$ cat config.mk
export PLATFORM = sky130hd
export DESIGN_NAME = memory_access_unit
export DESIGN_NICKNAME = d
export VERILOG_FILES = /design/src/rtl/processor_pkg.sv /design/src/rtl/mem_timeout_ctr.sv /design/src/rtl/memory_access_unit.sv
export SDC_FILE = /design/constraint.sdc
export NUM_CORES = 1
export LEC_CHECK = 0
export ABC_AREA = 0
export BUFFER_PORTS_ARGS = -buffer_cell sky130_fd_sc_hd__buf_2
export CAP_MARGIN = 20
export CORE_MARGIN = 2
export CORE_UTILIZATION = 49
export CTS_BUF_LIST = sky130_fd_sc_hd__clkbuf_16
export DETAILED_ROUTE_END_ITERATION = 7
export PLACE_DENSITY = 0.84
export SETUP_SLACK_MARGIN = 0.5
export SYNTH_ARGS = -nofsm -noshare
export SYNTH_HDL_FRONTEND = slang
export SYNTH_SLANG_ARGS = --single-unit
$ cat constraint.sdc
create_clock -name CLK -period 3.56 [get_ports CLK]
set_input_delay 0.178 -clock CLK [delete_from_list [all_inputs] [get_ports CLK]]
set_output_delay 0.178 -clock CLK [all_outputs]
set_load 0.1 [all_outputs]
$ cat src/rtl/processor_pkg.sv
// Shared processor definitions: datapath width, watchdog default and the
// memory access FSM state encoding.
package processor_pkg;

    localparam int DATA_W         = 16;
    localparam int TIMEOUT_CYCLES = 64;

    typedef enum logic {
        IDLE = 1'b0,
        BUSY = 1'b1
    } mem_state_t;

endpackage

$ cat src/rtl/mem_timeout_ctr.sv
// Watchdog for the memory access unit: counts BUSY cycles and flags expiry
// on the last allowed cycle. Only instantiated when MEM_TIMEOUT_EN is defined.
module mem_timeout_ctr #(
    parameter int TIMEOUT_CYCLES = 64
) (
    input  logic clk,
    input  logic rst,
    input  logic clear,
    input  logic busy,
    output logic expired
);

    localparam int CNT_W = $clog2(TIMEOUT_CYCLES + 1);

    logic [CNT_W-1:0] count;

    always_ff @(posedge clk or posedge rst) begin
        if (rst) begin
            count <= '0;
        end else if (clear) begin
            count <= '0;
        end else if (busy && !expired) begin
            count <= count + 1'b1;
        end
    end

    // Expiry is asserted during the final BUSY cycle so the FSM leaves BUSY
    // after exactly TIMEOUT_CYCLES cycles.
    assign expired = busy && (count == CNT_W'(TIMEOUT_CYCLES - 1));

endmodule

$ cat src/rtl/memory_access_unit.sv
// Multicycle memory access unit: one outstanding read/write handshake with
// IR/MDR capture. Optional watchdog enabled by defining MEM_TIMEOUT_EN.
module memory_access_unit
    import processor_pkg::*;
#(
    parameter int DATA_W         = processor_pkg::DATA_W,
    parameter int TIMEOUT_CYCLES = processor_pkg::TIMEOUT_CYCLES
) (
    input  logic              CLK,
    input  logic              Reset,
    input  logic              MemRead,
    input  logic              MemWrite,
    input  logic              IorD,
    input  logic              IRWrite,
    input  logic [DATA_W-1:0] PC,
    input  logic [DATA_W-1:0] ALUOut,
    input  logic [DATA_W-1:0] B,
    output logic [DATA_W-1:0] IR,
    output logic [DATA_W-1:0] MDR,
    output logic [3:0]        Opcode,
    output logic              MemStall,
    output logic              MemError,
    output logic              mem_req,
    output logic              mem_we,
    output logic [DATA_W-1:0] mem_addr,
    output logic [DATA_W-1:0] mem_wdata,
    input  logic [DATA_W-1:0] mem_rdata,
    input  logic              mem_ack
);

    mem_state_t state;
    logic       ir_target;
    logic       start;
    logic       expired;

    assign start  = (state == IDLE) && (MemRead ^ MemWrite);
    assign Opcode = IR[3:0];

`ifdef MEM_TIMEOUT_EN
    mem_timeout_ctr #(
        .TIMEOUT_CYCLES(TIMEOUT_CYCLES)
    ) u_timeout (
        .clk     (CLK),
        .rst     (Reset),
        .clear   (start),
        .busy    (state == BUSY),
        .expired (expired)
    );
`else
    assign expired = 1'b0;
`endif

    always_ff @(posedge CLK or posedge Reset) begin
        if (Reset) begin
            state     <= IDLE;
            IR        <= '0;
            MDR       <= '0;
            mem_req   <= 1'b0;
            mem_we    <= 1'b0;
            mem_addr  <= '0;
            mem_wdata <= '0;
            MemStall  <= 1'b0;
            MemError  <= 1'b0;
            ir_target <= 1'b0;
        end else begin
            case (state)
                IDLE: begin
                    if (start) begin
                        state     <= BUSY;
                        mem_req   <= 1'b1;
                        MemStall  <= 1'b1;
                        mem_addr  <= IorD ? ALUOut : PC;
                        mem_we    <= MemWrite;
                        mem_wdata <= B;
                        ir_target <= IRWrite;
                    end else if (MemRead && MemWrite) begin
                        MemError <= 1'b1;
                    end
                end
                BUSY: begin
                    // Control inputs are deliberately not looked at here:
                    // the captured request stays stable until it completes.
                    if (mem_ack) begin
                        state    <= IDLE;
                        mem_req  <= 1'b0;
                        MemStall <= 1'b0;
                        if (!mem_we) begin
                            if (ir_target) IR  <= mem_rdata;
                            else           MDR <= mem_rdata;
                        end
                    end else if (expired) begin
                        state    <= IDLE;
                        mem_req  <= 1'b0;
                        MemStall <= 1'b0;
                        MemError <= 1'b1;
                    end
                end
                default: state <= IDLE;
            endcase
        end
    end

endmodule
== Yosys cells after proc, flatten, opt, wreduce, memory -nomap -nowiden ==
Cells that the tools add are included.
Word-level totals
  output and inout bits: 72
  input port bits: 71
  flip-flop bits (word level): 69
Operators by class
  multiplexer cells: 10
  equality and inequality tests: 4
  bitwise logic cells: 4
  reduce and logical (&&, ||, !) cells: 7
Operators with widths (number)
  $mux W16: 1
  $reduce_and A4 Y1: 2
  $mux W1: 7
  $ne A2 B2 Y1 const B: 3
  $pmux W1 S2: 2
  $reduce_and A2 Y1: 2
  $not A1 Y1: 3
  $reduce_and A3 Y1: 1
  $logic_and A1 B1 Y1: 2
  $ne A2 B1 Y1 const B: 1
  $xor A1 B1 Y1: 1

== Logic depth before layout (Yosys ltp) ==
Gate-level depths: netlist of run 1.
  depth in word-level cells: 4
  depth in mapped cells: 5

== Worst setup path after synthesis of run 1 ==
Ideal clock, no wire load.
  path kind: register -> register
  start: register mem_we
  end: register MDR[0]
  data arrival time: 1746 ps
  setup time: 126 ps
  stages on the path, launching flop included: 5
  setup slack: 1688 ps
  cell sequence: dfrtp_1 -> and4bb_1 -> buf_6 -> buf_12 -> mux2_4
Between the ends
  cells in the longest elaborated chain, start to end: 2
Ends and longest elaborated chain
  start, declared: RTL line memory_access_unit.sv:24  | output logic mem_we,
  start signal, assigned: RTL line memory_access_unit.sv:73  | mem_we <= MemWrite;
  $not A1 Y1 (no source line)
  $reduce_and A4 Y1 (no source line)
  end signal, assigned: RTL line memory_access_unit.sv:89  | else MDR <= mem_rdata;
  end, declared: RTL line memory_access_unit.sv:19  | output logic [DATA_W-1:0] MDR,
Every way passes these cells.
A chain may end at the register's enable or synchronous reset.

== Worst setup path in the final report of run 1 ==
  start: register state
  end: register MDR[14]
Between the ends
  cells in the longest elaborated chain, start to end: 1
Ends and longest elaborated chain
  start, declared: RTL line memory_access_unit.sv:31  | mem_state_t state;
  start signal, assigned: RTL line memory_access_unit.sv:55  | state <= IDLE;
  start signal, assigned: RTL line memory_access_unit.sv:69  | state <= BUSY;
  start signal, assigned: RTL line memory_access_unit.sv:84  | state <= IDLE;
  $reduce_and A4 Y1 (no source line)
Every way passes these cells.

==> results.json, run 1 <==
{
  "initial_core_util_pct": 49.9,
  "route.detailed.drc": 0,
  "die_area_sq_um": 6590,
  "die_w_um": 81.2,
  "slew_headroom_pct": 37.0,
  "criticalPathCategory": "reg -> reg",
  "grt_pass1_wl_um": 8850,
  "async_flop_share_pct": 100,
  "end_kind": "flip-flop",
  "worstMarginPinSlew_ps": 945,
  "h-tree-depth": 3,
  "setup_slack_ps": 1650,
  "drt_iter0_markers": 46,
  "synth_most_common_cell": "mux2_2",
  "cp_max_fo": 16,
  "hold_ws_ps": 88.5,
  "synth_enable_flop_cells": 0,
  "crit_slowest_cell": "and4bb_1",
  "yosysSeqAreaShare_pct": 59.2,
  "clock_latency_ps": 320,
  "critPathLaunchType": "flip-flop",
  "cts_buffer_depth": 2,
  "path_clk_slew_ps": 60,
  "critPathRequiredTime_ps": 3760,
  "drv_cap": 0,
  "fin_util_pct": 67.0,
  "layout-drive-gt1-share_pct": 75.9,
  "worst-path-buf-inv": 0,
  "wl_per_cell_um": 14.6,
  "crit_arrival_ps": 2110,
  "dpl.hpwl_um": 4140,
  "antenna_cells": 0,
  "min_from": "B[8]",
  "antenna_found_initial": 0,
  "crit_start": "state",
  "cts_setup_buffers": 0,
  "cts_buffers": 9,
  "finClkSkew_ps": 6.45,
  "syn_area_sq_um": 2920,
  "clock-sinks": 69,
  "vias": 1926,
  "netlist.area_leader.share_pct": 59.2,
  "rsz0062_at_grt": "false",
  "synth_ff_type": "dfrtp_1",
  "avgViaCountPerCell": 4.84,
  "ctsHoldBuffers": 0,
  "min_path_type": "in -> reg",
  "dr.pass1.iters": 4,
  "gr-usage-all-layers_pct": 17.8,
  "grt_max_degree": 55,
  "status": "complete, no violations",
  "postCtsResizedCells": 0,
  "clock.fmax_ghz": 0.522,
  "grt_pass1_vias": 1928,
  "ys_top_cells_by_count": "mux2_2 (72), dfrtp_1 (69), mux2_4 (10)",
  "place_ws_ps": 1610,
  "yosys_warnings": 0,
  "synthesis.nets": 248,
  "timing.rr.start": "state",
  "finalNetCount": 390,
  "fin_crit_sh_pct": 53.8,
  "core_area_sq_um": 5850,
  "wirelength_um": 5810,
  "finalHoldViolations": 0,
  "dieHeight_um": 81.2,
  "synthToLayoutAreaGrowth_pct": 34.4,
  "worstPathCellList": "and4bb_1 > mux2_2",
  "gp_congestion": 0.748,
  "grt-ovfl-total": 0,
  "ys_top_cells_by_area": "dfrtp_1 (59%), mux2_2 (28%), mux2_4 (5.1%)",
  "cts_tree": "built",
  "min_period_ps": 1910,
  "port_buffers": 142,
  "yosys.area.top_type": "dfrtp_1",
  "slew_viol_final": 0,
  "synth_cell_types": 15,
  "syn-instance-count": 176,
  "max_stage_delay_ps": 880,
  "critPathTopFamily": "simple AND/OR/NAND/NOR gates",
  "rows": 28,
  "synth-seq-cells": 69,
  "cts.root.buffer_cell": "clkbuf_16",
  "antenna_left": 0,
  "syn_avg_cell_area_sq_um": 16.6,
  "finalSetupViolCount": 0,
  "ios": 143,
  "tns_ps": 0
}
[worst paths after layout]
kind	endpoint	depth (start not counted)	slack (ps)
max in group asynchronous	mem_wdata[13]	5	2400
hold / removal	mem_wdata[8]	2	90
min in group asynchronous	IR[0]	3	370
setup reg to reg	MDR[14]	2	1650
hold reg to reg	MemError	1	470
setup / recovery	MDR[14]	2	1650
[layout make-up]
| class | instances | area, sq um |
|---|---|---|
| Inverter | 2 | 7.51 |
| Sequential cell | 69 | 1730 |
| Clock inverter | 7 | 66.3 |
| Fill cell | 437 | 1930 |
| Tap cell | 75 | 93.8 |
| Timing Repair Buffer | 145 | 748 |
| Clock buffer | 9 | 225 |
| Multi-Input combinational cell | 91 | 1050 |
[routing by layer]
metal,wire length [um],track usage [%]
met1,2400,20.7
met2,2890,30.2
met3,414,5.22
met4,102,8.64
met5,0,0
[logic make-up (layout without fill, tap and decap cells)]
| kind of cell | Yosys count | count (layout) | share of synthesized area [%] |
|---|---|---|---|
| adders and majority gates | 1 | 1 | 0.429 |
| muxes | 82 | 82 | 32.9 |
| buffers and inverters | 16 | 163 | 4.97 |
| AOI/OAI and AO/OA | 3 | 3 | 0.814 |
| DFF | 69 | 69 | 59.2 |
| and+or+nand+nor | 5 | 5 | 1.71 |
[per-stage QoR]
step / instance area, sq um / cells
2_1_floorplan: 2920 / 176
3_3_place_gp: 3600 / 380
3_5_place_dp: 3600 / 380
4_1_cts: 3890 / 396
5_1_grt: 3920 / 398
6_report: 3920 / 398
[worst register-to-register path: stages (launching register included)]
cell and delay, ps:
dfrtp_1 500, and4bb_1 880, mux2_2 430
[cells in the final DEF (no fill, tap or decap), drive strengths merged]
master	Yosys	routed
a21o	2	2
and4bb	1	1
buf	14	144
bufinv	0	1
clkbuf	0	9
clkinv	0	5
clkinvlp	0	1
dfrtp	69	69
dlygate4sd3	0	1
ha	1	1
inv	2	2
mux2	82	82
nand4b	1	1
nor2	2	2
nor2b	1	1
o2bb2ai	1	1
[registers in the layout, summed over array words and instances (netlist names)]
name       flops
mem_we         1
state          1
MDR           16
mem_wdata     16
ir_target      1
MemError       1
mem_addr      16
IR            16
mem_req        1
Power of run 1 is left out: the tool's default activity adds up to more than one toggle a clock period on the data nets, which glitch-free logic cannot reach.
==> inputs of run 2 (changes only) <==
CORE_UTILIZATION = 46   (was 49)
PLACE_DENSITY = 0.8   (was 0.84)
clock period = 1.9 ns   (was 3.56 ns; I/O delays follow)
==> results.json, run 2 (same netlist as run 1, synthesis figures left out) <==
{
  "ios": 143,
  "path_clk_slew_ps": 50,
  "grt_pass1_vias": 1968,
  "grt_max_degree": 36,
  "crit_arrival_ps": 1630,
  "core_area_sq_um": 6240,
  "fin_util_pct": 66.9,
  "worst-path-buf-inv": 1,
  "route.detailed.drc": 0,
  "gp_congestion": 0.742,
  "slew_headroom_pct": 66.7,
  "reg2reg_depth": 3,
  "drv_cap": 0,
  "wirelength_um": 6050,
  "critPathRequiredTime_ps": 2100,
  "finalHoldViolations": 0,
  "criticalPathCategory": "reg -> reg",
  "finClkSkew_ps": 5.31,
  "grt_pass1_wl_um": 9100,
  "timing.rr.start": "mem_we",
  "fin_crit_sh_pct": 75.5,
  "tns_ps": 0,
  "avgViaCountPerCell": 4.81,
  "cp_max_fo": 8,
  "final_area_sq_um": 4180,
  "rsz0062_at_grt": "true",
  "rows": 29,
  "place_area_sq_um": 3660,
  "fillers": 468,
  "gr-max-usage-layer": "met2",
  "vias": 1992,
  "cts_tree": "built",
  "clock.fmax_ghz": 0.698,
  "regArea_sq_um": 1740,
  "gr-usage-all-layers_pct": 16.7,
  "place_ws_ps": 414,
  "critPathTopFamily": "flip-flops",
  "min_period_ps": 1430,
  "slew_viol_final": 0,
  "worstHoldEndpoint": "mem_wdata[2]",
  "max_stage_delay_ps": 470,
  "antenna_found_initial": 0,
  "grtUsageMet1_pct": 20.8,
  "antenna_left": 0,
  "multi_input_area_sq_um": 1100,
  "grt-ovfl-total": 0,
  "setup_slack_ps": 466,
  "die_area_sq_um": 7000,
  "use_met2_pct": 26.3,
  "hold_depth": 2,
  "port_buffers": 142,
  "critPathLaunchType": "flip-flop",
  "worstMarginPinSlew_ps": 504,
  "cts_buffer_depth": 2,
  "dpl.hpwl_um": 4140,
  "r2r-end": "MDR[15]",
  "crit_slowest_cell": "dfrtp_4",
  "die_w_um": 83.7,
  "end_kind": "flip-flop",
  "layout_commonest_cell": "buf_2",
  "finalNetCount": 404,
  "min_path_type": "in -> reg",
  "dr.pass1.iters": 4,
  "clock_latency_ps": 320,
  "final_cell_mix": "buf_2 (142), dfrtp_1 (62), mux2_2 (62)",
  "initial_core_util_pct": 46.8,
  "r2r_slack_ps": 470,
  "met3_usage_pct": 5.34,
  "cts.root.buffer_cell": "clkbuf_16",
  "status": "complete, no violations",
  "min_from": "B[2]",
  "worstPathCellList": "and4bb_4 > clkbuf_16 > mux2_4",
  "wl_per_cell_um": 14.6,
  "finalSetupViolCount": 0,
  "dieHeight_um": 83.7,
  "h-tree-depth": 3,
  "drt_iter0_markers": 44,
  "synthToLayoutAreaGrowth_pct": 43.1,
  "clock-sinks": 69,
  "layout-drive-gt1-share_pct": 76.9,
  "antenna_cells": 0,
  "cts_buffers": 9
}
==> run 2: cell types whose count changed in the layout (fill, tap and decap cells not counted), moves of 2 or more <==
cell / previous run / this run
buf_12: 1 / 4
dlygate4sd3_1: 1 / 7
clkinv_2: 4 / 1
mux2_4: 10 / 20
dfrtp_1: 69 / 62
clkinvlp_4: 1 / 3
buf_4: 1 / 3
clkbuf_16: 9 / 11
dfrtp_2: 0 / 6
mux2_2: 72 / 62
==> run 2: area by class of cell <==
type,count,share of cell area (%)
Clock buffer,9,5.39
Clock inverter,7,1.59
Inverter,2,0.270
Multi-Input combinational cell,91,26.2
Sequential cell,69,41.6
Tap cell,77,2.31
Timing Repair Buffer,159,22.6
==> run 2: routing by layer <==
layer,part of all wire [%],routed length [um]
met1,42,2560
met3,7.0,422
met5,0,0
met2,49,2950
met4,2.1,127
==> run 2: stage by stage <==
stage	hold slack (ps)	std cells
2_1_floorplan	243	176
3_3_place_gp	94.8	385
3_5_place_dp	91.8	385
4_1_cts	0.566	405
5_1_grt	0.714	414
6_report	5.01	414
==> run 2: worst max-delay path by stage <==
stage,from,to,cells past startpoint
CTS,mem_we,MDR[10],3
global placement,MemWrite,mem_addr[6],5
global route,mem_we,MDR[15],3
detailed placement,mem_we,MDR[10],3
floorplan,mem_we,MDR[0],4
finish,mem_we,MDR[15],3
==> run 2: timing repair <==
action | CTS | global route
hold endpoints to repair | 15 | 3
setup buffers | 0 | 3
cloned | 0 | 3
setup endpoints to repair | 22 | 64
hold buffers | 4 | 3
gates resized for setup | 3 | 13
Power of run 2 is left out for the same reason.
